===== src/rtl/load_sequencer_pkg.sv =====
// Shared load-op encodings and address-classification helpers for the load sequencer.
// Op encodings follow the RISC-V funct3 field so the decoder can pass it straight through.
package load_sequencer_pkg;

  localparam int LOAD_OP_WIDTH = 3;

  localparam logic [LOAD_OP_WIDTH-1:0] LOAD_OP_LB  = 3'b000;
  localparam logic [LOAD_OP_WIDTH-1:0] LOAD_OP_LH  = 3'b001;
  localparam logic [LOAD_OP_WIDTH-1:0] LOAD_OP_LW  = 3'b010;
  localparam logic [LOAD_OP_WIDTH-1:0] LOAD_OP_LBU = 3'b100;
  localparam logic [LOAD_OP_WIDTH-1:0] LOAD_OP_LHU = 3'b101;

  function automatic logic op_known(input logic [LOAD_OP_WIDTH-1:0] op);
    return (op == LOAD_OP_LB) || (op == LOAD_OP_LH) || (op == LOAD_OP_LW) ||
           (op == LOAD_OP_LBU) || (op == LOAD_OP_LHU);
  endfunction

  function automatic logic op_is_half(input logic [LOAD_OP_WIDTH-1:0] op);
    return (op == LOAD_OP_LH) || (op == LOAD_OP_LHU);
  endfunction

  // A load needs a second word only when its bytes spill past the end of the first word.
  function automatic logic needs_two_reads(input logic [LOAD_OP_WIDTH-1:0] op,
                                           input logic [1:0] byte_off);
    return ((op == LOAD_OP_LW) && (byte_off != 2'd0)) ||
           (op_is_half(op) && (byte_off == 2'd3));
  endfunction

  function automatic logic is_misaligned(input logic [LOAD_OP_WIDTH-1:0] op,
                                         input logic [1:0] byte_off);
    return ((op == LOAD_OP_LW) && (byte_off != 2'd0)) ||
           (op_is_half(op) && byte_off[0]);
  endfunction

endpackage


===== src/rtl/load_merge_extend.sv =====
// Combinational merge of two bus words, byte-lane extraction and sign/zero extension.
module load_merge_extend
  import load_sequencer_pkg::*;
(
  input  logic [63:0]              words,
  input  logic [1:0]               byte_off,
  input  logic [LOAD_OP_WIDTH-1:0] op,
  output logic [31:0]              result
);

  logic [31:0] shifted;

  assign shifted = 32'(words >> {byte_off, 3'b000});

  always_comb begin
    result = '0;
    case (op)
      LOAD_OP_LB:  result = {{24{shifted[7]}}, shifted[7:0]};
      LOAD_OP_LBU: result = {24'h0, shifted[7:0]};
      LOAD_OP_LH:  result = {{16{shifted[15]}}, shifted[15:0]};
      LOAD_OP_LHU: result = {16'h0, shifted[15:0]};
      LOAD_OP_LW:  result = shifted;
      default:     result = '0;
    endcase
  end

endmodule


===== src/rtl/load_sequencer.sv =====
// Multicycle load sequencer: one load at a time, one or two word reads on the bus,
// merged and extended into a registered one-cycle response.
module load_sequencer
  import load_sequencer_pkg::*;
#(
  parameter bit SPLIT_EN = 1'b1
) (
  input  logic                     clk,
  input  logic                     rst,
  input  logic                     req_valid,
  output logic                     req_ready,
  input  logic [31:0]              req_addr,
  input  logic [LOAD_OP_WIDTH-1:0] req_loadop,
  output logic                     rsp_valid,
  output logic [31:0]              rsp_data,
  output logic                     rsp_misaligned,
  output logic                     mem_valid,
  input  logic                     mem_ready,
  output logic [31:0]              mem_addr,
  input  logic [31:0]              mem_rdata
);

  typedef enum logic [1:0] {IDLE, RD0, RD1, RESP} state_t;

  state_t                   state, state_next;
  logic [31:0]              addr_q;
  logic [LOAD_OP_WIDTH-1:0] op_q;
  logic                     two_q;
  logic [31:0]              w0_q;
  logic                     two_in, mis_in, flag_mis;
  logic [31:0]              word_base;
  logic [63:0]              merge_words;
  logic [31:0]              merged;

  assign two_in    = needs_two_reads(req_loadop, req_addr[1:0]);
  assign mis_in    = is_misaligned(req_loadop, req_addr[1:0]);
  assign flag_mis  = !SPLIT_EN && mis_in;
  assign word_base = {addr_q[31:2], 2'b00};

  // The final word arrives straight off the bus so the response can register on that same edge.
  assign merge_words = (state == RD1) ? {mem_rdata, w0_q} : {32'h0, mem_rdata};

  load_merge_extend u_merge (
    .words    (merge_words),
    .byte_off (addr_q[1:0]),
    .op       (op_q),
    .result   (merged)
  );

  always_ff @(posedge clk) begin
    if (rst) state <= IDLE;
    else     state <= state_next;
  end

  always_comb begin
    state_next = state;
    req_ready  = 1'b0;
    rsp_valid  = 1'b0;
    mem_valid  = 1'b0;
    mem_addr   = '0;
    case (state)
      IDLE: begin
        req_ready = 1'b1;
        if (req_valid) begin
          if (flag_mis || !op_known(req_loadop)) state_next = RESP;
          else                                   state_next = RD0;
        end
      end
      RD0: begin
        mem_valid = 1'b1;
        mem_addr  = word_base;
        if (mem_ready) state_next = two_q ? RD1 : RESP;
      end
      RD1: begin
        mem_valid = 1'b1;
        mem_addr  = word_base + 32'd4;
        if (mem_ready) state_next = RESP;
      end
      RESP: begin
        rsp_valid  = 1'b1;
        state_next = IDLE;
      end
      default: state_next = IDLE;
    endcase
  end

  // Response fields only change on the edge that enters RESP, so they hold between loads.
  always_ff @(posedge clk) begin
    if (rst) begin
      addr_q         <= '0;
      op_q           <= '0;
      two_q          <= 1'b0;
      w0_q           <= '0;
      rsp_data       <= '0;
      rsp_misaligned <= 1'b0;
    end else begin
      case (state)
        IDLE: begin
          if (req_valid) begin
            addr_q <= req_addr;
            op_q   <= req_loadop;
            two_q  <= two_in;
            if (flag_mis || !op_known(req_loadop)) begin
              rsp_data       <= '0;
              rsp_misaligned <= flag_mis;
            end
          end
        end
        RD0: begin
          if (mem_ready) begin
            w0_q <= mem_rdata;
            if (!two_q) begin
              rsp_data       <= merged;
              rsp_misaligned <= 1'b0;
            end
          end
        end
        RD1: begin
          if (mem_ready) begin
            rsp_data       <= merged;
            rsp_misaligned <= 1'b0;
          end
        end
        default: ;
      endcase
    end
  end

endmodule

===== config.mk =====
export PLATFORM = sky130hd
export DESIGN_NAME = load_sequencer
export DESIGN_NICKNAME = d
export VERILOG_FILES = /design/src/rtl/load_sequencer_pkg.sv /design/src/rtl/load_merge_extend.sv /design/src/rtl/load_sequencer.sv
export SDC_FILE = /design/constraint.sdc
export NUM_CORES = 1
export LEC_CHECK = 0
export CORE_MARGIN = 4
export CORE_UTILIZATION = 55
export DETAILED_ROUTE_END_ITERATION = 10
export HOLD_SLACK_MARGIN = 0.08
export PLACE_DENSITY = 0.86
export SLEW_MARGIN = 20
export SYNTH_ARGS = -nofsm -noshare
export SYNTH_HDL_FRONTEND = slang
export SYNTH_SLANG_ARGS = --single-unit
export TNS_END_PERCENT = 5

===== constraint.sdc =====
create_clock -name clk -period 4.5 [get_ports clk]
set_input_delay 0.9 -clock clk [delete_from_list [all_inputs] [get_ports clk]]
set_output_delay 0.9 -clock clk [all_outputs]
set_load 0.01 [all_outputs]

==> flow_metrics.env <==
export IMPL_status="completed"
export IMPL_grt_max_degree=104
export IMPL_cts_buffers_inserted=9
export IMPL_antenna_found_initial=0
export IMPL_timing_fmax_ghz=0.2359
export IMPL_viasPerCell=6.216
export IMPL_htree_num_levels=3
export IMPL_setup_viol=0
export IMPL_finalHoldViolCount=0
export IMPL_grt_pass1_wl_mm=30.46
export IMPL_synth_most_common_cell="nand2_1"
export IMPL_cts_tree="done"
export IMPL_cts_setup_buffers=0
export IMPL_netlist_cell_type_count=65
export IMPL_crit_family="buffers and inverters"
export IMPL_grt_pass1_vias=5980
export IMPL_cp_slowest_cell="nor2_1"
export IMPL_async_flop_share=0
export IMPL_wl_per_cell_um=18.46
export IMPL_dp_hpwl_mm=13.70
export IMPL_grt_overflow_total=0
export IMPL_timing_hold_ws_ns=0.4600
export IMPL_cts_sinks=102
export IMPL_grt_usage=0.2851
export IMPL_clockRootBuffer="clkbuf_16"
export IMPL_min_from="w0_q[29]$_SDFFE_PP0P_"
export IMPL_postCtsHoldBufs=0
export IMPL_ant_nets=0
export IMPL_core_mm2=0.01103
export IMPL_cpPeakStageDelay_ns=0.70
export IMPL_setup_ws_ns=0.2616
export IMPL_synth_area_mm2=0.006281
export IMPL_path_class="reg2out"
export IMPL_cts_max_path_buffers=2
export IMPL_avgSynthCellArea_um2=7.881
export IMPL_ys_top_cells_by_count="nand2_1, dfxtp_1, a21oi_1"
export IMPL_fin_tns_setup_ns=0
export IMPL_slew_headroom=0.2516
export IMPL_min_period_ns=4.238
export IMPL_syn_inst=797
export IMPL_crit_arrival_ns=3.34
export IMPL_n_fill_cell=936
export IMPL_drv_slew=0
export IMPL_fin_nets=966
export IMPL_place_gp_congestion=0.8636
export IMPL_timing_critical_path_mode_cell="inv_1"
export IMPL_synth_area_leaders="dfxtp_1, nand2_1, mux2i_1"
export IMPL_rsz0062_at_grt="no"
export IMPL_worstReg2RegStart="state[0]$_SDFFE_PP0P_"
export IMPL_r2r_slack_ns=1.44
export IMPL_finalCoreUtilization=0.7075
export IMPL_die_y_um=114.9
export IMPL_drcViolationCount=0
export IMPL_hold_depth=2
export IMPL_p_per_area_mw_per_mm2=480.7
export IMPL_ys_seq_area_frac=0.3251
export IMPL_cap_violations=0
export IMPL_r2r_cells=8
export IMPL_synth_seq_cells=102
export IMPL_io_pins=139
export IMPL_tightestPinTransition_ns=1.120
export IMPL_yosysTopAreaCell="dfxtp_1"
export IMPL_start_util=0.5694
export IMPL_clock_latency_ns=0.35
export IMPL_power_mw=3.751
export IMPL_crit_path_end_kind="primary output"
export IMPL_startpoint_type="register"
export IMPL_drt_first_iter_violations=660
export IMPL_skew_ns=0.009073
export IMPL_num_rows=38
export IMPL_fin_crit_sh=0.9419
export IMPL_die_x_um=114.9
export IMPL_ir_worst_vdd_mv=0.3958
export IMPL_portBuffers=135
export IMPL_ys_flop_type="dfxtp_1"
export IMPL_yosysWarnings=0
export IMPL_drive_above_1_share=0.08063
export IMPL_crit_chain="inv_1 -> ha_1 -> inv_1 -> nor2_1 -> o311ai_0 -> o31ai_1 -> clkdlybuf4s50_1"
export IMPL_routed_wl_mm=19.07
export IMPL_hold_end="w0_q[29]$_SDFFE_PP0P_"
export IMPL_worst_path_buf_inv=3
export IMPL_vias=6421
export IMPL_cp_max_fo=14
export IMPL_die_area_mm2=0.01319
export IMPL_r2r_end="rsp_data[20]$_SDFFE_PP0P_"
export IMPL_cp_required_ns=3.60
export IMPL_synth_top_area_share=0.3251
export IMPL_num_antenna_cells=0
export IMPL_synth_edf_count=0
export IMPL_dpl_worst_slack_ns=0.6393
export IMPL_area_growth_pct=24.24
export IMPL_total_leakage_power_nw=2.565
export IMPL_path_clk_slew_ns=0.07
export IMPL_hp_class="reg2reg"
export IMPL_dr_pass1_iters=5
worst reg2reg max path, delay by kind of cell, from the launching register on:
kind | cells | cell delay [ns]
and+or+nand+nor | 2 | 0.85
adders and majority gates | 1 | 0.27
muxes | 1 | 0.26
AOI/OAI and AO/OA | 2 | 0.60
buffers and inverters | 2 | 0.65
DFF | 1 | 0.35
metrics by stage:
| step | instances | instance area, µm² |
|---|---|---|
| 2_1_floorplan | 799 | 6289 |
| 3_3_place_gp | 1017 | 7510 |
| 3_5_place_dp | 1017 | 7512 |
| 4_1_cts | 1032 | 7780 |
| 5_1_grt | 1033 | 7804 |
| 6_report | 1033 | 7804 |
power breakdown:
| part | internal, mW | leakage (nW) | switching, mW |
|---|---|---|---|
| clock network | 0.388 | 0.129 | 0.336 |
| registers | 1.07 | 0.831 | 0.167 |
| logic | 0.728 | 1.61 | 1.06 |
worst max-delay path by stage:
stage / start / endpoint / slack (ns) / cells past startpoint
2_1_floorplan: state[0]$_SDFFE_PP0P_ / mem_addr[30] / 1.55 / 10
3_5_place_dp: state[0]$_SDFFE_PP0P_ / mem_addr[30] / 0.64 / 7
6_report: state[0]$_SDFFE_PP0P_ / mem_addr[30] / 0.26 / 7
4_1_cts: state[0]$_SDFFE_PP0P_ / mem_addr[30] / 0.27 / 7
5_1_grt: state[0]$_SDFFE_PP0P_ / mem_addr[30] / 0.03 / 7
3_3_place_gp: state[0]$_SDFFE_PP0P_ / mem_addr[22] / 0.79 / 8
cells by family after synthesis:
logic type / Yosys count / synth area share
and+or+nand+nor: 291 / 0.2034
AOI/OAI and AO/OA: 245 / 0.2584
DFF: 102 / 0.3251
other: 1 / 0.0005970
buffers and inverters: 82 / 0.07311
adders and majority gates: 6 / 0.01195
muxes: 70 / 0.1275
cells in the final DEF (no fill, tap or decap), drive strengths merged, types with 13 or more instances in the layout:
| cell | n |
|---|---|
| a311oi | 18 |
| a21oi | 97 |
| clkdlybuf4s50 | 134 |
| nand3 | 26 |
| mux2i | 53 |
| dfxtp | 102 |
| o211ai | 14 |
| o21ai | 46 |
| inv | 14 |
| nor2 | 37 |
| nand2 | 184 |
| buf | 13 |
flip-flops by register name (all words and copies together), names as in the netlist:
name and cells:
addr_q 32, w0_q 32, op_q 3, state 2
rsp_data 32, two_q 1
final cells by class:
cell class | count | area (µm²) | share of cell area
clock inverter | 3 | 21.27 | 0.002726
timing repair buffer | 147 | 1451 | 0.1860
sequential | 102 | 2043 | 0.2618
inverter | 14 | 52.55 | 0.006734
multi-input combinational | 615 | 3814 | 0.4887
clock buffer | 12 | 246.5 | 0.03159
tap | 140 | 175.2 | 0.02245
routing by layer:
layer  GRT usage  up-vias  routed length (µm)
met4     0.06964        0                 241
met5           0        -                   0
li1            -     3054                   -
met3     0.05842       25                1704
met1      0.3883     3066                7994
met2      0.4657      276                9129
repair_timing:
| item | in CTS | in global routing |
|---|---|---|
| endpoints found under the hold margin | 0 | 0 |
| gates resized for setup | 0 | 1 |
| setup endpoints to repair | 0 | 1 |
Power figures use the tool's default switching activity.
